### src/rtl/word_byte_writer.sv
// Splits 16-bit store requests into two consecutive byte writes to an 8-bit memory.
// Byte order is selected by LO_FIRST; the second byte goes to base+1, wrapping at 2^ADDR_W.
module word_byte_writer #(
    parameter int unsigned ADDR_W   = 16,
    parameter int unsigned LO_FIRST = 1
) (
    input  logic              Clock,
    input  logic              Reset,
    input  logic              InValid,
    output logic              InReady,
    input  logic [15:0]       InData,
    input  logic [ADDR_W-1:0] InAddr,
    input  logic              MemBusy,
    output logic              MemWr,
    output logic [ADDR_W-1:0] MemAddr,
    output logic [7:0]        MemData,
    output logic              MemLH,
    output logic              Done,
    output logic              Busy
);

    typedef enum logic [1:0] {
        IDLE,
        FIRST,
        SECOND
    } state_t;

    localparam logic LO = (LO_FIRST != 0);

    state_t            state;
    state_t            state_next;
    logic [15:0]       hold_data;
    logic [ADDR_W-1:0] hold_addr;
    logic              accept;
    logic              done_q;

    assign accept = InValid & InReady;
    assign Done   = done_q;
    assign Busy   = (state != IDLE);

    always_ff @(posedge Clock) begin
        if (Reset) begin
            state  <= IDLE;
            done_q <= 1'b0;
        end else begin
            state  <= state_next;
            done_q <= (state == SECOND) && !MemBusy;
        end
    end

    always_ff @(posedge Clock) begin
        if (Reset) begin
            hold_data <= '0;
            hold_addr <= '0;
        end else if (accept) begin
            hold_data <= InData;
            hold_addr <= InAddr;
        end
    end

    // SECOND accepts the next word on its completion edge so streams run gap-free.
    always_comb begin
        state_next = state;
        InReady    = 1'b0;
        MemWr      = 1'b0;
        MemAddr    = '0;
        MemData    = '0;
        MemLH      = 1'b0;
        case (state)
            IDLE: begin
                InReady = 1'b1;
                if (InValid) state_next = FIRST;
            end
            FIRST: begin
                MemWr   = 1'b1;
                MemAddr = hold_addr;
                MemData = LO ? hold_data[7:0] : hold_data[15:8];
                MemLH   = ~LO;
                if (!MemBusy) state_next = SECOND;
            end
            SECOND: begin
                MemWr   = 1'b1;
                MemAddr = hold_addr + ADDR_W'(1);
                MemData = LO ? hold_data[15:8] : hold_data[7:0];
                MemLH   = LO;
                InReady = ~MemBusy;
                if (!MemBusy) state_next = InValid ? FIRST : IDLE;
            end
            default: state_next = IDLE;
        endcase
    end

endmodule

### config.mk
export PLATFORM = sky130hd
export DESIGN_NAME = word_byte_writer
export DESIGN_NICKNAME = d
export VERILOG_FILES = /design/src/rtl/word_byte_writer.sv
export SDC_FILE = /design/constraint.sdc
export NUM_CORES = 1
export LEC_CHECK = 0
export CAP_MARGIN = 20
export CORE_MARGIN = 3
export CORE_UTILIZATION = 45
export CTS_BUF_LIST = sky130_fd_sc_hd__clkbuf_16
export CTS_CLUSTER_DIAMETER = 200
export DETAILED_ROUTE_END_ITERATION = 12
export HOLD_SLACK_MARGIN = 0.06
export PLACE_DENSITY_LB_ADDON = 0.12
export SETUP_SLACK_MARGIN = 0.4
export SLEW_MARGIN = 5
export SYNTH_ARGS = -nofsm -noshare
export SYNTH_HDL_FRONTEND = slang
export SYNTH_SLANG_ARGS = --single-unit
### constraint.sdc
create_clock -name Clock -period 2.08 [get_ports Clock]
set_input_delay 0.416 -clock Clock [delete_from_list [all_inputs] [get_ports Clock]]
set_output_delay 0.416 -clock Clock [all_outputs]
set_load 0.01 [all_outputs]
==> metrics.csv, run 1 <==
metric;value;unit
outcome;aborted with a tool error;
stop_stage;5_1_grt;
stop_error;[ERROR DPL-0038] Utilization greater than 100%, impossible to legalize;
dominantRegCellSynth;dfxtp_1;
synth_nets;309;
die_y;70.9;microns
synth_warnings;0;
fp-row-count;22;
worst_path_end_type;primary output;
synth_largest_area_cell;dfxtp_1;
io_buffers;64;
synth-edff-count;0;
synth_seq_cells;35;
synth_cell_type_count;39;
synth_top_area_share;36.9;%
ys_seq_area_share;36.9;%
syn_area_per_cell;7.10;sq um
htree_levels;2;
synthArstFlopShare;0;%
placed_cells;398;
synth_most_common_cell;nand2_1;
cts_buffer_depth;2;
io_pins;65;
hpwl;4140;microns
die_w;70.9;microns
place_congestion;0.880;
cts_sinks;35;
dpl_worst_slack;-0.156;ns
worstEndpointGrtRepair;MemAddr[14];
grt_max_degree;36;
synth_area;1900;sq um
root_buffer;clkbuf_16;
syn_inst;267;
synthTopCellsByArea;dfxtp_1 (37%), nand2_1 (16%), a21oi_1 (9.8%);
numCtsBuffers;5;
yosys-top-cells-count;nand2_1 (79), a21oi_1 (37), dfxtp_1 (35), nor2_1 (15), o21ai_0 (13);
start_util;49.2;%
-- kinds of logic after synthesis --
family / count (synthesis) / share of synthesized area (%)
flip-flops: 35 / 36.9
XOR/XNOR: 1 / 0.462
AND/OR/NAND/NOR: 116 / 26.1
multiplexers: 1 / 0.528
AO/OA/AOI/OAI: 80 / 25.7
buffers and inverters: 28 / 6.33
adder cells (fa/ha/maj): 6 / 3.96
-- timing repair --
action,4_1_cts
buffers inserted,8
setup endpoints to repair,61
cloned,2
resized for setup,175
hold buffers,0
pin swaps,13
-- per-stage QoR --
stage	util (%)	area, sq um
after floorplan	-	2030
after global placement	75.8	2920
after detailed placement	75.8	2920
after CTS	86.7	3340
==> inputs of run 2 (changes only) <==
- CORE_UTILIZATION: 45 -> 30
- CTS_BUF_LIST: sky130_fd_sc_hd__clkbuf_16 -> unset
- CTS_CLUSTER_DIAMETER: 200 -> unset
- HOLD_SLACK_MARGIN: 0.06 -> unset
- PLACE_DENSITY_LB_ADDON: 0.12 -> 0.15
- SETUP_SLACK_MARGIN: 0.4 -> unset
==> metrics.csv, run 2 <==
metric;value;unit
vias;2337;
slew-limit-headroom;72.6;%
cp.arrival;1.77;ns
hpwl;4600;microns
path_max_fanout;5;
synth_area;1900;sq um
synthArstFlopShare;0;%
r2r-start;state[1];
yosys-top-cells-count;nand2_1 (79), a21oi_1 (37), dfxtp_1 (35), nor2_1 (15), o21ai_0 (13);
synth_cell_type_count;39;
synth_largest_area_cell;dfxtp_1;
layout-drive-gt1-share;40.9;%
setup_slack;-0.108;ns
die_area;7310;sq um
maxCapViolations;0;
hold_path_class;reg -> reg;
fin_crit_sh;105;%
start_util;31.5;%
synth-edff-count;0;
ys_seq_area_share;36.9;%
cpPeakStageDelay;0.41;ns
synth_seq_cells;35;
most-common-layout-cells;nand2_1 (77), buf_4 (42), clkdlybuf4s50_1 (37);
hold_violations;0;
drt_pass1_iterations;4;
core_area;6030;sq um
die_w;85.5;microns
post-route-min-period;2.19;ns
clk_pin_slew;0.08;ns
place_congestion;0.897;
diodes;0;
slew_viol_final;0;
worst_clock_skew;0.00762;ns
gr-total-overflow;0;
startpoint;hold_addr[0];
synthTopCellsByArea;dfxtp_1 (37%), nand2_1 (16%), a21oi_1 (9.8%);
insertion_delay;0.30;ns
synth_warnings;0;
syn_to_final_growth;80.8;%
vias_per_cell;5.15;
cpMaxStageDelayCell;or4_4;
cp-start-kind;flop;
cts_buffer_depth;2;
htree_levels;2;
wl_per_cell;15.0;microns
cts_tree;yes;
fill_cells;584;
cts_hold_buf;0;
root_buffer;clkbuf_8;
io_buffers;64;
register_area;726;sq um
grt_first_pass_wirelength;10700;microns
reg_top3;hold_addr x16, hold_data x16, state x2;
violations;setup timing;
fp-row-count;28;
nets;420;
routed_wl;6830;microns
grt_max_degree;36;
drt_iter0_drc;211;
numCtsBuffers;5;
p_leak;1.39;nW
die_y;85.5;microns
max_slew.worst_pin.slew;0.406;ns
drc;0;
gr-usage-all-layers;18.2;%
multiInputGateArea;1400;sq um
ir_drop;0.000538;V
holdCritStartpoint;hold_data[5];
final_util;56.9;%
worstSetupPathType;reg -> out;
cts_sinks;35;
outcome;complete, but fails checks;
max_freq;457;MHz
antenna_found_initial;0;
syn_area_per_cell;7.10;sq um
dominantRegCellSynth;dfxtp_1;
rsz0062_at_grt;true;
synth_most_common_cell;nand2_1;
final_common_cell;nand2_1;
grt_pass1_vias;2277;
cp-end-kind;output pin;
ant_nets;0;
synth_top_area_share;36.9;%
worstPathCellList;ha_4 -> nand4_1 -> buf_4 -> or4_4 -> a21oi_2 -> buf_2;
synth_nets;309;
critPathRequiredTime;1.66;ns
powerDensity;997;nW/um^2
syn_inst;267;
dpl_worst_slack;-0.446;ns
io_pins;65;
setup_viol;5;
run 2: cell counts after synthesis:
Identical to the previous run, type by type.
run 2: critical path, delay by kind of cell (launching register included):
| family | cells | cell delay, ns |
|---|---|---|
| simple gates | 2 | 0.53 |
| compound gates | 1 | 0.13 |
| fa+ha+maj | 1 | 0.13 |
| flops | 1 | 0.38 |
| buf+inv | 2 | 0.31 |
run 2: logic make-up (layout without fill, tap and decap cells):
logic type | after synthesis | count (layout) | share of synthesized area, %
and+or+nand+nor | 116 | 116 | 26.1
AOI/OAI and AO/OA | 80 | 80 | 25.7
xor gates and xnor gates | 1 | 1 | 0.462
muxes | 1 | 1 | 0.528
buffers and inverters | 28 | 140 | 6.33
adders and majority gates | 6 | 6 | 3.96
DFF | 35 | 35 | 36.9
run 2: worst paths after layout:
| check | end | slack, ns | cells past startpoint |
|---|---|---|---|
| max reg2reg | state[0] | 0.25 | 8 |
| min reg2reg | hold_data[5] | 0.46 | 2 |
| max | MemAddr[6] | -0.11 | 6 |
| min | hold_data[5] | 0.46 | 2 |
run 2: where the power goes:
| part | switching [mW] | internal (mW) | total [mW] |
|---|---|---|---|
| combinational | 1.03 | 0.952 | 1.99 |
| clock | 0.285 | 0.233 | 0.518 |
| sequential | 0.109 | 0.806 | 0.915 |
run 2: repair_timing:
| action | 4_1_cts | 5_1_grt |
|---|---|---|
| resized for setup | 146 | 65 |
| pin swaps | 14 | 21 |
| endpoints found under the setup margin | 26 | 25 |
| buffers inserted | 8 | 6 |
run 2: layer usage:
metal	part of all wire, %	up-vias	track usage [%]
met1	43	1070	22.7
met2	48	89	30.3
li1	-	1161	-
met4	2.9	0	7.77
met5	0	-	0
met3	6.1	17	3.94
run 2: final cells by class:
type | count | area share (%)
flip-flops and latches | 35 | 21.2
clock inverters | 3 | 0.584
multi-input cells | 204 | 40.8
repair buffers | 123 | 31.3
inverters | 9 | 1.35
well taps | 75 | 2.74
clock buffers | 5 | 2.01
run 2: per-stage QoR:
step | total power [mW] | TNS [ns] | area, sq um | hold WS, ns | std cells
floorplan | 1.58 | 0 | 1900 | 0.436 | 267
global placement | 2.39 | -5.20 | 2920 | 0.444 | 433
detailed placement | 2.42 | -5.73 | 2920 | 0.448 | 433
CTS | 3.09 | -0.267 | 3140 | 0.459 | 449
global route | 3.62 | -0.937 | 3430 | 0.472 | 454
finish | 3.42 | -0.309 | 3430 | 0.458 | 454
(Power assumes the default switching activity.)
